## config.mk

```make
export PLATFORM = sky130hd
export DESIGN_NAME = demux1_2_stream
export DESIGN_NICKNAME = d
export VERILOG_FILES = /design/src/rtl/demux1_2_stream.sv
export SDC_FILE = /design/constraint.sdc
export NUM_CORES = 1
export LEC_CHECK = 0
export BUFFER_PORTS_ARGS = -buffer_cell sky130_fd_sc_hd__buf_2
export CAP_MARGIN = 20
export CORE_UTILIZATION = 40
export DETAILED_ROUTE_END_ITERATION = 8
export PLACE_DENSITY_LB_ADDON = 0.12
export SYNTH_ARGS = -nofsm -noshare
export SYNTH_HDL_FRONTEND = slang
export SYNTH_SLANG_ARGS = --single-unit
```

## constraint.sdc

```tcl
create_clock -name clk -period 4.8 [get_ports clk]
set_clock_uncertainty 0.05 [all_clocks]
set_input_delay 0.48 -clock clk [delete_from_list [all_inputs] [get_ports clk]]
set_output_delay 0.48 -clock clk [all_outputs]
set_load 0.01 [all_outputs]
```

## src/rtl/demux1_2_stream.sv

```systemverilog
// Registered 1:2 stream demux with a small FIFO per output.
// Define DEMUX_STREAM_CNT_EN to add the cnt0/cnt1 pop counters.
module demux1_2_stream #(
  parameter int WIDTH = 8,
  parameter int DEPTH = 2
) (
  input  logic             clk,
  input  logic             rst,
  input  logic             in_valid,
  output logic             in_ready,
  input  logic [WIDTH-1:0] in_data,
  input  logic             in_sel,
  output logic             out0_valid,
  input  logic             out0_ready,
  output logic [WIDTH-1:0] out0_data,
  output logic             out1_valid,
  input  logic             out1_ready,
  output logic [WIDTH-1:0] out1_data
`ifdef DEMUX_STREAM_CNT_EN
  ,
  output logic [15:0]      cnt0,
  output logic [15:0]      cnt1
`endif
);

  localparam int AW = $clog2(DEPTH);
  localparam logic [AW:0] FULL_CNT = (AW+1)'(DEPTH);

  logic [1:0]       full;
  logic [1:0]       empty;
  logic [1:0]       push;
  logic [1:0]       pop;
  logic [1:0]       rdy;
  logic [WIDTH-1:0] head [2];

  assign rdy      = {out1_ready, out0_ready};
  assign in_ready = !rst && (in_sel ? !full[1] : !full[0]);
  assign push     = {in_valid && in_ready && in_sel,
                     in_valid && in_ready && !in_sel};
  assign pop      = ~empty & rdy & {2{!rst}};

  for (genvar g = 0; g < 2; g++) begin : g_fifo
    logic [WIDTH-1:0] mem [DEPTH];
    logic [AW-1:0]    wptr;
    logic [AW-1:0]    rptr;
    logic [AW:0]      cnt;
    logic [WIDTH-1:0] last;

    always_ff @(posedge clk) begin
      if (rst) begin
        for (int i = 0; i < DEPTH; i++) mem[i] <= '0;
        wptr <= '0;
        rptr <= '0;
        cnt  <= '0;
        last <= '0;
      end else begin
        if (push[g]) begin
          mem[wptr] <= in_data;
          wptr      <= wptr + 1'b1;
        end
        if (pop[g]) rptr <= rptr + 1'b1;
        if (push[g] && !pop[g]) cnt <= cnt + 1'b1;
        else if (pop[g] && !push[g]) cnt <= cnt - 1'b1;
        // Remember the head so an emptied FIFO keeps showing it.
        if (!empty[g]) last <= mem[rptr];
      end
    end

    assign full[g]  = (cnt == FULL_CNT);
    assign empty[g] = (cnt == '0);
    assign head[g]  = empty[g] ? last : mem[rptr];
  end

  assign out0_valid = !empty[0];
  assign out1_valid = !empty[1];
  assign out0_data  = head[0];
  assign out1_data  = head[1];

`ifdef DEMUX_STREAM_CNT_EN
  always_ff @(posedge clk) begin
    if (rst) begin
      cnt0 <= '0;
      cnt1 <= '0;
    end else begin
      if (pop[0]) cnt0 <= cnt0 + 16'd1;
      if (pop[1]) cnt1 <= cnt1 + 16'd1;
    end
  end
`endif

endmodule

```

Word level (Yosys, flattened, before mapping)
Memories as Yosys holds them, arrays and structs flattened. A register that Yosys moved wholly into a read port is not among the register bits.
Cells that the tools add are included.
{ "totals": {"regBits": 24, "n_memories": 2, "mem_bits_rw": 32, "input_bits": 14, "output_inout_bits": 19, "elab_cells": 72} }
{ "mem_list": {"columns": ["name", "words", "width", "rd", "rd_ports_with_merged_regs", "write_ports", "line", "source"], "rows": [
  ["g_fifo[0].mem", 2, 8, 1, 1, 2, "43", "logic [WIDTH-1:0] mem [DEPTH];"],
  ["g_fifo[1].mem", 2, 8, 1, 1, 2, "43", null]
]} }
{ "op_classes": {"eq_ne": 2, "n_reduce_logical": 24, "bitwise": 3, "addsub": 8, "n_mux": 25} }
{ "op_table": {"columns": ["cell", "n"], "rows": [
  ["$mux W8", 4],
  ["$mux W1", 17],
  ["$reduce_or A8 Y1", 2],
  ["$logic_not A1 Y1", 10],
  ["$logic_and A1 B1 Y1", 8],
  ["$mux W2", 4],
  ["$add A1 B1 Y1 const B", 4],
  ["$add A2 B1 Y2 const B", 2],
  ["$and A2 B2 Y2", 2],
  ["$eq A2 B2 Y1 const B", 2],
  ["$logic_not A2 Y1", 2],
  ["$reduce_bool A2 Y1", 2],
  ["$sub A2 B1 Y2 const B", 2],
  ["$not A2 Y2", 1]
]} }

Longest topological paths before layout
{ "logic_depth": {"depth_word": 11, "mapped_depth": 8, "depth_no_buf": 7} }

Worst setup path after synthesis
OpenSTA, ideal clock, no wires.
{ "synth_timing": {"kind": "input port to flip-flop", "startpoint": "input rst", "endpoint": "register g_fifo[0].cnt[1]", "path_stages": 5, "slack_ns": 2.991, "t_required_ns": 4.680, "arrival_ns": 1.689, "setup_ns": 0.070, "n_path_buf": 1, "cell_sequence": "buf_2 or2_2 ha_1 or3_1 a21oi_1"} }
{ "synth_via": {"elab_chain_len": 7, "elab_cells_between_ends": 11, "cone_classes": "mux: 1; bitwise: 1; reduce/logical: 9"} }
{ "synth_lines": {"columns": ["item", "line", "source"], "rows": [
  ["start: declaration", "8", "input logic rst,"],
  ["$logic_not A1 Y1", "37, 40", null],
  ["$logic_and A1 B1 Y1", "37", "assign in_ready = !rst && (in_sel ? !full[1] : !full[0]);"],
  ["$logic_and A1 B1 Y1 (2 in series)", "39", "in_valid && in_ready && !in_sel};"],
  ["$logic_not A1 Y1", "63", "else if (pop[g] && !push[g]) cnt <= cnt - 1'b1;"],
  ["$logic_and A1 B1 Y1", "63", null],
  ["$reduce_bool A2 Y1 (no source line)", null, null],
  ["end signal: assignment", "62", "if (push[g] && !pop[g]) cnt <= cnt + 1'b1;"],
  ["end signal: assignment", "63", null],
  ["end: declaration", "46", "logic [AW:0] cnt;"]
]} }
Several ways; a longest one is shown, not always the timed one.
A chain may end at the register's enable or synchronous reset.

==> metrics.md <==
| Metric | Value |
|---|---|
| Die span in x | 81.1 um |
| Syn Inst Count | 240 |
| N_diodes | 0 |
| # Post-CTS Setup Buffers | 0 |
| Most frequent cell after synthesis | nor2_1 |
| IO Pins | 33 |
| Setup crit end kind | primary output |
| CP Cell Sequence | and2b_1 > a211oi_1 > nor2_1 > buf_2 |
| Via-to-Cell Ratio | 4.91 |
| Min cycle time layout | 2.25 ns |
| Setup Crit Path Kind | flip-flop to primary output |
| Clock sinks | 58 |
| Area share of the largest cell type after synthesis | 0.384 |
| RSZ-0062 raised after global routing | no |
| Largest net degree at the start of global routing | 41 |
| Leakage | 1.15 nW |
| CP Max Fanout | 16 |
| Die Y | approximately 81 um |
| FFs w/ async S/R, synth | 0 |
| Placed cell area | approximately 2700 um^2 |
| # hold bufs at CTS | 0 |
| Clock tree buffer depth | 2 |
| Gr usage total | 0.171 |
| Syn Nets | between 200 and 300 |
| Final non-filler cell total | approximately 350 |
| Largest cells by area after synthesis | edfxtp_1, dfxtp_1, nor2_1 |
| Least-Margin Pin Slew | about 0.76 ns |
| Vias | 1732 |
| Post-CTS resize count | 0 |
| Port bufs | 32 |
| Worst-path clk slew | around 0.060 ns |
| GP Congestion | approximately 0.73 |
| Synth top cells by count | nor2_1, edfxtp_1, nor3_1 |
| Setup Total Neg Slack | 0 ns |
| Hpwl dp | ~3.2 mm |
| Buf/Inv on CP | 1 |
| Slowest cell on crit path | dfxtp_1 |
| Drt drc | 0 |
| CP arrival | around 1.7 ns |
| Synth unique cells | 31 |
| Final Hold Vio Count | 0 |
| Slew Viols, Final | 0 |
| Post-synthesis cell area | between 2000 and 3000 um^2 |
| Setup ws final | around 2.5 ns |
| R2r setup slk | ~2.9 ns |
| Worst-skew pair later-pin latency | 0.32 ns |
| CTS Buf Count | 9 |
| Antenna Nets Post-Route | 0 |
| Final Cycle Share | 0.469 |
| CTS tree | done |
| Fmax achieved | between 400 and 500 MHz |
| CP Launch Type | flip-flop |
| Number of setup violations in the final report | 0 |
| Worst path required time | approximately 4.3 ns |
| Register area share after synthesis | 0.592 |
| Number of synthesized flops with an enable pin | 32 |
| Detailed-route wire length | a little under 5 mm |
| Avg Inst Size Synth | 10.4 um^2 |
| Worst VDD drop | around 0.00016 V |
| Initial antenna violation count | 0 |
| Layout area overhead | 14.6% |
| CTS root buffer | clkbuf_8 |
| Cell family with most CP delay | flip-flops |
| Yosys reg bits | 58 |
| Htree depth | 3 |
| Remaining global-route overflow | 0 |
| Synth warn | 0 |
| CORE AREA | 5990 um^2 |
| Ratio of cells with drive above 1 in the final layout | 0.205 |
| Row cnt | 28 |
| First-pass GRT wire length | around 8 mm |
| WL per Instance | between 10 and 15 um |
| Max incr delay on CP | roughly 0.65 ns |
| Status | complete, no violations |
| Yosys top cell by area | edfxtp_1 |
| Vias in the first global route | around 1700 |
| Place WS | between 2 and 3 ns |
| # placed instances | ~340 |
| DRT Pass-1 Iters | 4 |
| Hold Crit Class | flip-flop to flip-flop |
| Post-route design area | ~2900 um^2 |
| Slew margin rel. | 0.493 |
| Pwr Density | between 400 and 500 nW/um^2 |
| Prevailing post-synth register cell | edfxtp_1 |
| Max-Cap Viols | 0 |
| Initial Util | 0.418 |
| Initial drt markers | 66 |
| Final #Nets | roughly 290 |
| DIE AREA | roughly 6600 um^2 |
where the power goes:
part	internal (mW)	switching, mW	leakage (nW)
clock	0.217	0.172	0.0850
sequential	0.580	0.0337	0.549
combinational	0.105	0.165	0.515
total	0.903	0.371	1.15
worst register-to-register path, delay by kind of cell, from the launching register on:
kind	cells	cell delay [ns]
flops	1	0.39
compound gates	1	0.14
fa+ha+maj	1	0.35
simple gates	4	0.87
layout by cell type (no fill, tap or decap), drive strengths merged, types with 2 or more instances in the layout:
cell	instances
o21bai	2
a211oi	16
nor2	62
or3	2
ha	2
o21ai	4
clkbuf	16
and2b	2
nor2b	17
dfxtp	26
inv	2
edfxtp	32
nor3	32
nand3	2
nand2	10
or2	2
xor2	6
buf	32
a21oi	2
mux2	2
cell families (layout without fill, tap and decap cells):
| kind of cell | Yosys count | in the layout | synth area share |
|---|---|---|---|
| compound gates | 26 | 26 | 0.0735 |
| mux | 3 | 3 | 0.0145 |
| buf+inv | 12 | 50 | 0.0270 |
| fa+ha+maj | 2 | 2 | 0.0100 |
| xor+xnor | 6 | 6 | 0.0210 |
| simple gates | 133 | 133 | 0.262 |
| flops | 58 | 58 | 0.592 |
area by class of cell:
type | instances | area [um^2]
Fill cell | 590 | 3120
Sequential cell | 58 | 1480
Multi-Input combinational cell | 170 | 953
Clock buffer | 16 | 170
Timing Repair Buffer | 32 | 160
Tap cell | 75 | 93.8
Inverter | 2 | 7.51
metrics by stage:
stage,utilization,hold slack [ns],total power [mW]
floorplan,-,0.422,0.808
global placement,0.450,0.433,0.894
detailed placement,0.450,0.439,0.898
CTS,0.478,0.457,1.29
global route,0.478,0.476,1.35
finish,0.478,0.452,1.27
sequential cells by signal, summed over array words and instances, names as in the netlist, named ones only:
register,cells
g_fifo.cnt,4
g_fifo.rptr,2
g_fifo.last,16
g_fifo.wptr,2
g_fifo.mem,32
per-layer routing:
metal	track usage	routed length [um]	up-vias	share of wire
li1	-	-	904	-
met1	0.236	2460	786	0.51
met2	0.244	2060	38	0.43
met3	0.0461	240	4	0.050
met4	0.0857	56	0	0.012
met5	0	0	-	0
path summary, 6_finish.rpt:
| check | to | cells past startpoint | from |
|---|---|---|---|
| hold reg to reg | flip-flop | 2 | g_fifo[1].rptr |
| setup reg to reg | g_fifo[0].cnt[1] | 6 | g_fifo[0].cnt[1] |
| hold / removal | flip-flop | 2 | g_fifo[1].rptr |
| setup / recovery | out1_data[3] | 4 | flip-flop |
(Power assumes the default switching activity.)
